[config.mk]
export PLATFORM = sky130hd
export DESIGN_NAME = travel_plan_seq
export DESIGN_NICKNAME = d
export VERILOG_FILES = /design/src/rtl/travel_plan_pkg.sv /design/src/rtl/travel_plan_seq_gap_det.sv /design/src/rtl/travel_plan_seq.sv
export SDC_FILE = /design/constraint.sdc
export NUM_CORES = 1
export LEC_CHECK = 0
export CORE_UTILIZATION = 35
export DETAILED_ROUTE_END_ITERATION = 10
export RECOVER_POWER = 25
export SYNTH_ARGS = -nofsm -noshare
export SYNTH_HDL_FRONTEND = slang
export SYNTH_HIERARCHICAL = 1
export SYNTH_SLANG_ARGS = --single-unit
[constraint.sdc]
create_clock -name clk -period 3 [get_ports clk]
set_input_delay 0.3 -clock clk [delete_from_list [all_inputs] [get_ports clk]]
set_output_delay 0.3 -clock clk [all_outputs]
set_load 0.005 [all_outputs]
[src/rtl/travel_plan_pkg.sv]
// Shared types for the travel-plan sequencer.
//   turn_t  : 2-bit turn code carried in the plan word and on the turn output
//   state_t : sequencer states
//   PLAN_CODES / PLAN_W : number of codes per plan word and its bit width
package travel_plan_pkg;

  localparam int PLAN_CODES = 8;
  localparam int PLAN_W     = 2 * PLAN_CODES;

  typedef enum logic [1:0] {
    STRAIGHT = 2'b00,
    RIGHT    = 2'b01,
    LEFT     = 2'b10,
    END      = 2'b11
  } turn_t;

  typedef enum logic [2:0] {
    IDLE,
    FOLLOW,
    TURN,
    DONE,
    BUMP
  } state_t;

endpackage

[src/rtl/travel_plan_seq_gap_det.sv]
// gap_det: counts consecutive clk cycles with line_present=0 while enabled.
//   clk, rst      : clock, asynchronous active-high reset
//   clr           : synchronous counter clear (wins over en)
//   en            : counting enable (sequencer following the line)
//   line_present  : line sensed under IR array
//   gap           : one-cycle pulse on the GAP_CYC-th consecutive low cycle
module gap_det #(
  parameter int GAP_CYC = 4096
) (
  input  logic clk,
  input  logic rst,
  input  logic clr,
  input  logic en,
  input  logic line_present,
  output logic gap
);

  localparam int            CW      = $clog2(GAP_CYC + 1);
  localparam logic [CW-1:0] CNT_MAX = CW'(GAP_CYC);

  logic [CW-1:0] cnt;

  // NOTE: sequential state uses non-blocking assignments so every flop
  // samples the pre-edge values regardless of statement order.
  always_ff @(posedge clk or posedge rst) begin
    if (rst) begin
      cnt <= '0;
    end else if (clr) begin
      cnt <= '0;
    end else if (en) begin
      if (line_present)        cnt <= '0;
      else if (cnt != CNT_MAX) cnt <= cnt + 1'b1;  // saturate: one pulse per gap
    end
  end

  // The cycle that would take the count to GAP_CYC is the qualifying cycle.
  assign gap = en && !line_present && (cnt == CNT_MAX - 1'b1);

endmodule

[src/rtl/travel_plan_seq.sv]
// travel_plan_seq: turns a 16-bit UART travel plan into per-gap turn commands.
//   clk, rst      : clock, asynchronous active-high reset
//   cmd, cmd_rdy  : plan word (eight 2-bit codes, [1:0] first) and its valid level
//   clr_cmd_rdy   : one-cycle acknowledge of plan capture
//   line_present  : line sensed under IR array
//   BMPL_n/BMPR_n : asynchronous active-low bump switches
//   go            : drive enable to motor/PID stage
//   turn/turn_vld : current turn code and one-cycle update pulse
//   plan_done     : plan exhausted, runner stopped
//   buzz_en       : piezo enable after a bump
module travel_plan_seq
  import travel_plan_pkg::*;
#(
  parameter int GAP_CYC  = 4096,
  parameter int TURN_CYC = 16384
) (
  input  logic              clk,
  input  logic              rst,
  input  logic [PLAN_W-1:0] cmd,
  input  logic              cmd_rdy,
  output logic              clr_cmd_rdy,
  input  logic              line_present,
  input  logic              BMPL_n,
  input  logic              BMPR_n,
  output logic              go,
  output logic [1:0]        turn,
  output logic              turn_vld,
  output logic              plan_done,
  output logic              buzz_en
);

  localparam int            HW       = $clog2(TURN_CYC + 1);
  localparam logic [HW-1:0] HOLD_MAX = HW'(TURN_CYC - 1);

  state_t            state, state_nxt;
  logic [PLAN_W-1:0] plan_reg;
  turn_t             turn_r;
  turn_t             code;
  logic [HW-1:0]     hold_cnt;
  logic              hold_sat;
  logic [1:0]        bmpl_sync, bmpr_sync;
  logic              bump;
  logic              gap;
  logic              capture, take_turn, turn_exit;

  // Two-flop synchronizers; idle-high so reset does not look like a bump.
  always_ff @(posedge clk or posedge rst) begin
    if (rst) begin
      bmpl_sync <= 2'b11;
      bmpr_sync <= 2'b11;
    end else begin
      bmpl_sync <= {bmpl_sync[0], BMPL_n};
      bmpr_sync <= {bmpr_sync[0], BMPR_n};
    end
  end

  assign bump     = !bmpl_sync[1] || !bmpr_sync[1];
  assign code     = turn_t'(plan_reg[1:0]);
  assign hold_sat = (hold_cnt == HOLD_MAX);

  gap_det #(.GAP_CYC(GAP_CYC)) u_gap_det (
    .clk          (clk),
    .rst          (rst),
    .clr          (capture || turn_exit),
    .en           (state == FOLLOW),
    .line_present (line_present),
    .gap          (gap)
  );

  always_ff @(posedge clk or posedge rst) begin
    if (rst) state <= IDLE;
    else     state <= state_nxt;
  end

  // NOTE: every signal written here gets a default first, so no path through
  // the case statement can leave one unassigned and infer a latch.
  always_comb begin
    state_nxt = state;
    capture   = 1'b0;
    take_turn = 1'b0;
    turn_exit = 1'b0;
    unique case (state)
      IDLE: begin
        if (cmd_rdy) begin
          capture   = 1'b1;
          state_nxt = FOLLOW;
        end
      end
      FOLLOW: begin
        // Bump beats a coincident gap, so the plan is not shifted.
        if (bump) begin
          state_nxt = BUMP;
        end else if (gap) begin
          if (code == END) begin
            state_nxt = DONE;
          end else begin
            take_turn = 1'b1;
            state_nxt = TURN;
          end
        end
      end
      TURN: begin
        if (bump) begin
          state_nxt = BUMP;
        end else if (hold_sat && line_present) begin
          turn_exit = 1'b1;
          state_nxt = FOLLOW;
        end
      end
      DONE: begin
        if (bump) begin
          state_nxt = BUMP;
        end else if (cmd_rdy) begin
          capture   = 1'b1;
          state_nxt = FOLLOW;
        end
      end
      BUMP: begin
        // A reload only counts once the bumper has been released.
        if (cmd_rdy && !bump) begin
          capture   = 1'b1;
          state_nxt = FOLLOW;
        end
      end
      default: state_nxt = IDLE;
    endcase
  end

  always_ff @(posedge clk or posedge rst) begin
    if (rst) begin
      plan_reg <= '1;
      turn_r   <= STRAIGHT;
      turn_vld <= 1'b0;
      hold_cnt <= '0;
    end else begin
      turn_vld <= take_turn;

      if (capture)        plan_reg <= cmd;
      else if (take_turn) plan_reg <= {END, plan_reg[PLAN_W-1:2]};  // refill with end-of-plan

      if (take_turn)
        turn_r <= code;
      else if (turn_exit || state_nxt == DONE || state_nxt == BUMP)
        turn_r <= STRAIGHT;

      if (take_turn)                        hold_cnt <= '0;
      else if (state == TURN && !hold_sat)  hold_cnt <= hold_cnt + 1'b1;
    end
  end

  assign turn        = turn_r;
  assign clr_cmd_rdy = capture;
  assign go          = (state == FOLLOW) || (state == TURN);
  assign plan_done   = (state == DONE);
  assign buzz_en     = (state == BUMP);

endmodule
---- Yosys cells after proc, flatten, opt, wreduce, memory -nomap -nowiden ----
Index checks and enable logic that the tools add are counted.
operators by class
  reductions and logical operators ........ 22
  mux-type cells .......................... 30
  add/sub/neg operators ................... 2
  equal/unequal tests ..................... 10
operators with widths
  kind                   number
  $mux 13                4
  $mux 16                2
  $mux 15                2
  $mux 3                 7
  $add 15x1->15 const B  1
  $eq 15x14->1 const B   1
  $pmux 3 s5             1
  $add 13x1->13 const B  1
  $eq 13x12->1 const B   1
  $ne 13x13->1 const B   1
  $mux 1                 11
  $eq 3x2->1 const B     3
  $reduce_bool 2->1      4
  $eq 3x3->1 const B     2
  $logic_and 1x1->1      5
  $logic_not 1->1        5
  $logic_or 1x1->1       5
  $mux 2                 2
  $eq 3x1->1 const B     1
  $logic_not 3->1        1
  $pmux 1 s3             1
  $reduce_bool 3->1      1
  $eq 2x2->1 const B     1
  $reduce_and 2->1       1
word-level totals
  bits in registers ....................... 54
  input bits .............................. 22

---- Longest topological paths before layout ----
  depth in word-level cells ............... 11
  gate-level depth with buffers ........... 11

---- Cells and area by module ----
Netlist, hierarchy kept.
by module, submodules not included
  module           times used  area each (µm²)  seq. area each (µm²)  cells an instance
  travel_plan_seq  1           2094.5           1051.0                195
  gap_det          1           812.0            325.3                 90

---- Worst setup path before layout ----
No wires, ideal clock.
  path kind ............................... register to register
  start point ............................. reg state[2]
  end point ............................... reg u_gap_det.cnt[5]
  cell stages (with the launch flop) ...... 11
  data required time ...................... 2.913 ns
  arrival ................................. 2.344 ns
  setup slack ............................. 0.570 ns
  cells stage by stage .................... dfrtp_1 -> buf_6 -> a21bo_2 -> a32o_1 -> and2_1 -> clkbuf_1 -> a31o_2 -> or2_2 -> buf_1 -> or3_1 -> o211ai_1
between the ends
  word-level cells in the longest chain between the ends .. 5
RTL lines
  element                                                           RTL line                       RTL
  start: declaration                                                travel_plan_seq.sv:35          state_t state, state_nxt;
  start signal: assignment                                          travel_plan_seq.sv:72          else state <= state_nxt;
  $eq 3x3->1 (tied with other cells)                                travel_plan_seq.sv:82          unique case (state)
  $pmux 1 s3 (*)                                                    travel_plan_seq.sv:82
  named net clr_cmd_rdy                                             travel_plan_seq.sv:21          output logic clr_cmd_rdy,
  $logic_or 1x1->1 (*)                                              travel_plan_seq.sv:64          .clr (capture || turn_exit),
  $reduce_bool 3->1 (no line) or $reduce_bool 2->1 (tied branches)  -
  $reduce_and 2->1 (no line)                                        -
  end signal: assignment                                            travel_plan_seq_gap_det.sv:32  else if (cnt != CNT_MAX) cnt <= cnt + 1'b1;
  end: declaration                                                  travel_plan_seq_gap_det.sv:21  logic [CW-1:0] cnt;
Mark *: on every way through the listed nets, which the timed path passes. The rest lies on a longest branch.
A chain may end at the register's enable or synchronous reset.

---- Worst setup path in the final report ----
  start point ............................. reg state[1]
  end point ............................... out clr_cmd_rdy
between the ends
  word-level cells in the longest chain between the ends .. 2
RTL lines
  element                             RTL line
  $eq 3x3->1 (tied with other cells)  travel_plan_seq.sv:82
  $pmux 1 s3 (*)                      travel_plan_seq.sv:82
  end: declaration                    travel_plan_seq.sv:21
Mark *: on every way between the ends. The rest lies on a longest branch, timed or not.

==> impl_metrics.csv <==
group,metric,value,unit
setup_path,start_kind,"flop",
global_routing,grt_pass1_wl,10500,um
die,coreArea,7890,um^2
routing,drt-total-wl,5930,um
setup_path,arrival,2.23,ns
placement,place.gp.congestion,0.805,
cells_and_area,final_cell_mix,"dfrtp_1, nor2_1, clkdlybuf4s50_1",
timing,finalCritPeriodShare,84.2,%
logic_synthesis,seq_area_frac_synth,47.4,%
logic_synthesis,synth_area,2910,um^2
cells_and_area,nFillCells,754,
routing,first_pass_iters,4,
cells_and_area,final_cells,417,
logic_synthesis,ys.flop_type,"dfrtp_1",
clock_tree,cts_tree,"yes",
placement,numPlacedInstances,409,
timing,clock_skew,0.0189,ns
clock_tree,cts_resized,0,
global_routing,grt_pass1_vias,2215,
setup_path,critical_path_class,"reg2out",
cells_and_area,antenna_cells,0,
routing,dr.first_iter.drc_count,70,
timing,period_minus_slack,2.53,ns
logic_synthesis,ys_ff_latch,54,
die,initial_core_util,36.8,%
setup_path,cp.required,2.70,ns
global_routing,grtUsageTotal,15.1,%
die,rows,32,
cells_and_area,fin_nets,339,
clock_tree,cts_setup_buffers,0,
die,io_pins,29,
logic_synthesis,syn-instance-count,285,
setup_path,critPathCaptureType,"output port",
routing,via_count,2308,
die,dieArea,8670,um^2
routing,drc,0,
routing,routedWlPerCell,14.2,um
clock_tree,h-tree-depth,2,
global_routing,antenna_found_initial,0,
cells_and_area,area_delta_synth_final,16.7,%
setup_path,cp_max_fo,21,
timing,whs,0.362,ns
placement,dp_hpwl,4300,um
clock_tree,hold_buffers,0,
worst_hold_path,hold_class,"reg2reg",
routing,antenna_left,0,
run_status,status,"completed",
placement,portBuffers,28,
clock_tree,cts.sinks,54,
power_and_ir_drop,power_leakage,1.37,nW
logic_synthesis,ys_warn_count,6,
timing,drv_slew,0,
logic_synthesis,synth_area_per_cell,10.2,um^2
timing,rsz0062_at_grt,"no",
setup_path,r2r_setup_slack,0.47,ns
power_and_ir_drop,irDropWorstVdd,0.297,mV
power_and_ir_drop,pwr_density_cell,623,nW/um^2
routing,routed_via_density,5.53,
timing,tns,0,ns
clock_tree,root_buffer,"clkbuf_8",
logic_synthesis,synth_edf_count,0,
global_routing,grt_max_degree,42,
clock_tree,insertion_delay,0.31,ns
power_and_ir_drop,power,2.11,mW
global_routing,overflow,0,
timing,worstMarginPinSlew,0.990,ns
clock_tree,cts_buffer_depth,2,
clock_tree,clk_pin_slew,0.10,ns
logic_synthesis,synth_cell_type_count,60,
die,die_x,93.1,um
run,drv_cap,0,
logic_synthesis,syn-num-nets,310,
timing,slew_headroom,34.0,%
cells_and_area,layout-drive-gt1-share,15.2,%
die,dieHeight,93.1,um
cells_and_area,largest_register_ff_count,16,
timing,finalSetupViolCount,0,
timing,fmax,0.396,GHz
clock_tree,numCtsBuffers,5,
cells_and_area,final_common_cell,"dfrtp_1",
timing,hold_violations,0,
logic_synthesis,async_flop_share,100,%
## layout make-up
| cell class | count | area [um^2] | area share [%] |
|---|---|---|---|
| inverters | 9 | 33.8 | 0.996 |
| well taps | 102 | 128 | 3.76 |
| clock inverters | 3 | 26.3 | 0.775 |
| flip-flops and latches | 54 | 1380 | 40.6 |
| clock buffers | 5 | 68.8 | 2.03 |
| multi-input cells | 210 | 1440 | 42.3 |
| repair buffers | 34 | 323 | 9.52 |
## synth_stat cells, types with 2 or more instances
master     instances  area share [%]
clkbuf_1           5            0.65
nand2_1           14             1.8
nand3_1           12             2.1
a21oi_1            7             1.2
ha_1               3             1.3
and3_1             5             1.1
a211oi_1           4             1.0
and4_1             5             1.5
or3_1              2            0.43
nor2_1            25             3.2
nor4_1             5             1.1
xnor2_1           10             3.0
mux2i_1            3             1.0
nand2b_1           6             1.3
o2bb2ai_1          5             1.5
nor3b_1            3            0.77
dfrtp_1           34              29
nor2b_1            2            0.43
a32o_1             3             1.0
inv_1              9             1.2
o2111ai_1          2            0.60
o21ai_0            7             1.2
and2_1             5             1.1
o21ai_1            3            0.52
a22o_1            13             3.9
a21o_1            15             3.9
nand4_1            6             1.3
o31ai_1            2            0.52
a31oi_1            2            0.43
o22ai_1            7             1.5
nor3_1             9             1.5
buf_2              4            0.69
dfstp_2           20              18
o211ai_1           2            0.52
## critical path, cell delays in order (launching register included)
cell	delay (ns)
dfrtp_1	0.47
nor2_1	0.32
a32o_1	0.17
and2_1	0.16
buf_4	0.25
clkdlybuf4s50_1	0.54
## worst paths after layout
kind,start,endpoint,cells past startpoint
worst max-delay path,state[1]$_DFF_PP0_,clr_cmd_rdy,5
worst min-delay path,bmpl_sync[0]$_DFF_PP1_,bmpl_sync[1]$_DFF_PP1_,0
worst max register to register,u_gap_det/cnt[1]$_DFFE_PP0P_,plan_reg[3]$_DFFE_PP1P_,10
worst min register to register,bmpl_sync[0]$_DFF_PP1_,bmpl_sync[1]$_DFF_PP1_,0
max in group asynchronous,rst,hold_cnt[11]$_DFFE_PP0P_,3
min in group asynchronous,rst,u_gap_det/cnt[6]$_DFFE_PP0P_,2
## per-stage QoR
stage	worst slack [ns]	util [%]	area, um^2
global route	0.296	43.0	3390
floorplan	0.570	-	2910
finish	0.475	43.0	3390
global placement	0.513	41.8	3300
detailed placement	0.501	41.8	3300
CTS	0.463	43.0	3390
## logic make-up (layout without fill, tap and decap cells)
logic type / Yosys count / count (layout) / share of synthesized area, %
flip-flops: 54 / 54 / 47.4
buffers and inverters: 21 / 51 / 3.27
multiplexers: 3 / 3 / 1.03
XOR/XNOR: 11 / 11 / 3.31
AO/OA/AOI/OAI: 80 / 80 / 20.6
adder cells (fa/ha/maj): 3 / 3 / 1.29
AND/OR/NAND/NOR: 113 / 113 / 23.2
## report_power, final
| group | switching, mW | leakage [nW] | internal (mW) |
|---|---|---|---|
| logic | 0.317 | 0.674 | 0.289 |
| registers | 0.118 | 0.646 | 0.962 |
| clock network | 0.255 | 0.0491 | 0.172 |
## layer usage
metal  wire, um  vias to the layer above  global-route usage, %  part of all wire, %
met5          0                        -                      0                    0
met4         29                        0                   3.46                 0.49
met3        269                        2                   3.25                  4.5
met2       2640                       50                   23.5                   45
met1       2990                     1140                   21.6                   50
li1           -                     1116                      -                    -
Power figures use the tool's default switching activity.
